<file path="src/rtl/priority_bit_iterator.sv">
// Priority bit iterator: accepts a word and emits one one-hot beat per set bit
// (or a single zero beat for a zero word). Optional index port: PRIORITY_BIT_ITERATOR_IDX_EN.
module priority_bit_iterator #(
  parameter int unsigned WIDTH     = 16,
  parameter int unsigned MSB_FIRST = 1
) (
  input  logic             clk_i,
  input  logic             srst_n_i,
  input  logic [WIDTH-1:0] data_i,
  input  logic             data_val_i,
  output logic             data_ready_o,
  output logic [WIDTH-1:0] data_onehot_o,
  output logic             data_last_o,
  output logic             data_val_o,
  input  logic             data_ready_i
`ifdef PRIORITY_BIT_ITERATOR_IDX_EN
  ,
  output logic [$clog2(WIDTH)-1:0] data_idx_o
`endif
);

  typedef enum logic {
    IDLE,
    SCAN
  } state_t;

  state_t           r_state;
  logic [WIDTH-1:0] r_residual;

  logic [WIDTH-1:0] w_pick;
  logic [WIDTH-1:0] w_rest;
  logic             w_last;
  logic             w_scan;
  logic             w_in_hs;
  logic             w_out_hs;

`ifdef PRIORITY_BIT_ITERATOR_IDX_EN
  localparam int unsigned IW = $clog2(WIDTH);
  logic [IW-1:0] w_idx;
`endif

  // Later matches overwrite earlier ones, so scan direction selects priority.
  always_comb begin
    w_pick = '0;
`ifdef PRIORITY_BIT_ITERATOR_IDX_EN
    w_idx  = '0;
`endif
    for (int unsigned k = 0; k < WIDTH; k++) begin
      int unsigned i;
      i = (MSB_FIRST != 0) ? k : (WIDTH - 1 - k);
      if (r_residual[i]) begin
        w_pick    = '0;
        w_pick[i] = 1'b1;
`ifdef PRIORITY_BIT_ITERATOR_IDX_EN
        w_idx     = IW'(i);
`endif
      end
    end
  end

  assign w_rest   = r_residual & ~w_pick;
  assign w_last   = (w_rest == '0);
  assign w_scan   = (r_state == SCAN);

  assign data_val_o    = w_scan;
  assign data_onehot_o = w_scan ? w_pick : '0;
  assign data_last_o   = w_scan && w_last;
  assign data_ready_o  = !w_scan || (w_last && data_ready_i);

`ifdef PRIORITY_BIT_ITERATOR_IDX_EN
  assign data_idx_o    = w_scan ? w_idx : '0;
`endif

  assign w_in_hs  = data_val_i && data_ready_o;
  assign w_out_hs = w_scan && data_ready_i;

  always_ff @(posedge clk_i) begin
    if (!srst_n_i) begin
      r_state    <= IDLE;
      r_residual <= '0;
    end else begin
      case (r_state)
        IDLE: begin
          if (w_in_hs) begin
            r_residual <= data_i;
            r_state    <= SCAN;
          end
        end
        SCAN: begin
          if (w_out_hs) begin
            if (!w_last) begin
              r_residual <= w_rest;
            end else if (w_in_hs) begin
              r_residual <= data_i;
            end else begin
              r_residual <= '0;
              r_state    <= IDLE;
            end
          end
        end
        default: begin
          r_state    <= IDLE;
          r_residual <= '0;
        end
      endcase
    end
  end

endmodule
</file>
<file path="config.mk">
export PLATFORM = sky130hd
export DESIGN_NAME = priority_bit_iterator
export DESIGN_NICKNAME = d
export VERILOG_FILES = /design/src/rtl/priority_bit_iterator.sv
export SDC_FILE = /design/constraint.sdc
export NUM_CORES = 1
export LEC_CHECK = 0
export ABC_CLOCK_PERIOD_IN_PS = 5300
export BUFFER_PORTS_ARGS = -buffer_cell sky130_fd_sc_hd__buf_2
export CORE_AREA = 2 2 60 62
export CTS_BUF_LIST = sky130_fd_sc_hd__clkbuf_4 sky130_fd_sc_hd__clkbuf_8 sky130_fd_sc_hd__clkbuf_16
export DETAILED_ROUTE_END_ITERATION = 10
export DIE_AREA = 0 0 62 64
export PLACE_DENSITY = 0.71
export SLEW_MARGIN = 20
export SYNTH_ARGS = -nofsm -noshare
export SYNTH_HDL_FRONTEND = slang
export SYNTH_SLANG_ARGS = --single-unit
</file>
<file path="constraint.sdc">
create_clock -name clk_i -period 5.3 [get_ports clk_i]
set_input_delay 1.59 -clock clk_i [delete_from_list [all_inputs] [get_ports clk_i]]
set_output_delay 1.59 -clock clk_i [all_outputs]
set_load 0.01 [all_outputs]
</file>
==> results.md <==
* Status: complete, no violations
* CTS tree: done
* Final Hold Fails at 0
* Die area at 3970 µm²
* Hold Path Origin: r_residual[15]
* Multiplexer area fraction after synthesis at 0
* Fin Clk Skew at 0.00564 ns
* # IOs at 39
* Global placer's final weighted congestion at between 0.8 and 0.9
* Initial Util at 0.391
* Area Growth Syn to Fin at 18.7%
* Clock slew at reported path FFs at around 0.10 ns
* Met3 Usage GRT at 0.0243
* Diodes inserted at 0
* Site Rows at 21
* Clk Latency, worst-skew pair at between 0.3 and 0.4 ns
* Met1 Resource Use GR at 0.251
* Largest net degree at the start of global routing at 26
* GRT overflow at 0
* #FFs+latches synth at 17
* RSZ-0062 raised after global routing: false
* Post-CTS setup buffer count at 0
* Async SR Flop Fraction at 0
* Critical path origin: r_residual[12]
* Post-synth EDFFs at 0
* Fmax at 0.225 GHz
* DR iter-0 viols at 68
* PD cells at 282 nW/µm²
* Setup total negative slack at 0 ns
* Crit path arrival time at 2.85 ns
* Synth Flop Type: dfxtp_1
* Router iterations before antenna repair at 4
* Flop-to-flop setup slack at 2.57 ns
* Vias in the first global route at around 1.3k
* Placed cells at 251
* Max Root-Sink Buffers at 2
* Wire per inst at 14.5 µm
* GRT busiest layer: met2
* Fin crit share at 0.838
* Worst reg2reg startpoint: r_residual[12]
* Die Wd at slightly above 60 µm
* R2R cell count at 7
* WHS Path Cells at 2
* Post-route insts no fill at 255
* CP Launch Type: register
* First-pass GRT wire length at just under 6000 µm
* WP data required at 3.71 ns
* Antenna Violating Nets Remaining at 0
* Max FO, Critical Path at 17
* NumNets Final at 230
* Compound-Gate Fraction of Synth Area at 0.323
* Placed Area at between 1000 and 1500 µm²
* Sinks on Clock Net at 17
* Share of cells above drive strength 1 at 0.249
* Hold Path End: r_residual[15]
* Routed vias/inst at 5.66
* Routed vias at around 1.4k
* Aggregate global-route resource usage at 0.196
* Mapped Avg Cell Area at a little over 7 µm²
* Hold_ws at 0.539 ns
* CTS root buf: clkbuf_4
* Power, Total at 430 µW
* Leak at 0.654 nW
* Final worst path period need at 4.44 ns
* Initial antenna violation count at 0
* CORE AREA at around 3300 µm²
* Post-synthesis xor/xnor area fraction at 0
* Total clock buffers created by CTS at 3
* WL final at 3690 µm
* DP HPWL at around 2700 µm
* Reg-to-Reg End: r_residual[14]
* Simple-gate portion of the synthesized area at 0.351
* Crit path kind: register to output pin
* Synthesized Nets at 198
* CTS HTree Levels at 1
* Max-cap violations at 0
* Crit path capture type: output pin
* Synthesis Warnings at 0
* Fin area at 1520 µm²
* Met2 GRT Util at 0.322
* DRC Markers at 0
* Final setup viols at 0
* Distinct cells, synth at 51
* Max-slew violations at 0
* Mapped Cells at 178
* Combined area of all synthesized cells at approximately 1300 µm²
* Hold crit path type: register to register
* # fillers at around 360
* Post-cts resize count at 0
* Seq/Total Area, Yosys at 0.265
* Worst rel slew slack at 0.503
* # port buffers at 38
* VDD IR max at 0.0766 mV
* Adder-cell share of the synthesized area at 0
* # hold bufs at CTS at 0
* Worst-Margin Slew at ~0.74 ns
* Die height at 64 µm
* Combinational family with the most area after synthesis: simple AND/OR/NAND/NOR gates
-- power by group --
part | switching (mW) | total, mW | internal, mW
combinational | 0.115 | 0.187 | 0.0722
sequential | 0.0216 | 0.164 | 0.142
clock | 0.0445 | 0.0791 | 0.0345
total | 0.181 | 0.430 | 0.249
-- per-stage QoR --
stage / util / setup slack, ns
floorplan: - / 1.30
global placement: 0.455 / 1.27
detailed placement: 0.455 / 1.23
CTS: 0.464 / 0.877
global route: 0.464 / 0.733
finish: 0.464 / 0.861
-- layer usage --
metal / wire, µm / vias up
met1: 1680 / 661
met5: 0 / -
met2: 1790 / 40
met3: 155 / 5
met4: 62 / 0
li1: - / 737
-- state kept, by name, indices dropped and copies added, names as in the netlist --
signal / flops
r_residual: 16
data_val_o: 1
-- cells in the mapped netlist, types with 2 or more instances --
| cell | instances | area share |
|---|---|---|
| dfxtp_1 | 17 | 0.27 |
| inv_1 | 4 | 0.012 |
| o221ai_1 | 2 | 0.014 |
| nor4_1 | 3 | 0.015 |
| nor2b_1 | 3 | 0.015 |
| nor3_1 | 6 | 0.023 |
| nand3_1 | 6 | 0.023 |
| nand2_1 | 27 | 0.079 |
| and4_1 | 2 | 0.014 |
| a221oi_1 | 2 | 0.014 |
| nor2_1 | 16 | 0.047 |
| o21ai_1 | 9 | 0.035 |
| o2111ai_1 | 2 | 0.014 |
| and3_1 | 4 | 0.019 |
| o21ai_0 | 8 | 0.031 |
| and2_1 | 2 | 0.0097 |
| or4_1 | 2 | 0.012 |
| or3_1 | 2 | 0.0097 |
| a31oi_1 | 3 | 0.015 |
| clkbuf_1 | 12 | 0.035 |
| nand4_1 | 3 | 0.015 |
| a32oi_1 | 2 | 0.014 |
| a21o_1 | 2 | 0.012 |
| a21oi_1 | 12 | 0.047 |
-- worst max-delay path: stages (launching register included) --
cell and delay, ns:
dfxtp_1 0.36, or4_4 0.67, nor4b_4 0.40, nand3b_1 0.20, a2111oi_4 0.37, buf_4 0.23, a31oi_1 0.12, inv_1 0.07
buf_2 0.12
-- worst max path at each step --
stage	to	slack, ns	cells after the start
finish	data_ready_o	0.86	8
global placement	data_ready_o	1.27	8
detailed placement	data_ready_o	1.23	8
global route	data_ready_o	0.73	8
CTS	data_ready_o	0.88	8
floorplan	data_ready_o	1.30	7
-- final cells by class --
| cell class | count | area (µm²) | area share |
|---|---|---|---|
| clock buffers | 4 | 30.0 | 0.0197 |
| inverters | 5 | 18.8 | 0.0123 |
| multi-input cells | 142 | 865 | 0.567 |
| flip-flops and latches | 17 | 340 | 0.223 |
| well taps | 46 | 57.6 | 0.0378 |
| repair buffers | 41 | 213 | 0.140 |
-- cell usage in the layout (no fill, tap or decap), drive strengths merged, types with 2 or more instances in the layout --
| cell | instances |
|---|---|
| inv | 4 |
| and3 | 4 |
| and2 | 2 |
| nor4b | 2 |
| or3 | 2 |
| nor3 | 6 |
| a32oi | 2 |
| dfxtp | 17 |
| nor2b | 3 |
| o221ai | 2 |
| a41oi | 2 |
| nor4 | 3 |
| o22ai | 2 |
| a31oi | 3 |
| a21oi | 13 |
| nand3 | 6 |
| o2111ai | 2 |
| a221oi | 2 |
| o21ai | 17 |
| and4 | 2 |
| a21o | 2 |
| clkbuf | 4 |
| buf | 41 |
| nand4 | 3 |
| or4 | 3 |
| nor2 | 16 |
| nand2 | 27 |
-- cell families (layout without fill, tap and decap cells) --
kind of cell	count (synthesis)	after routing
simple gates	85	85
compound gates	57	57
buf+inv	19	50
flops	17	17
No activity file was read; power rests on OpenSTA's default activity.
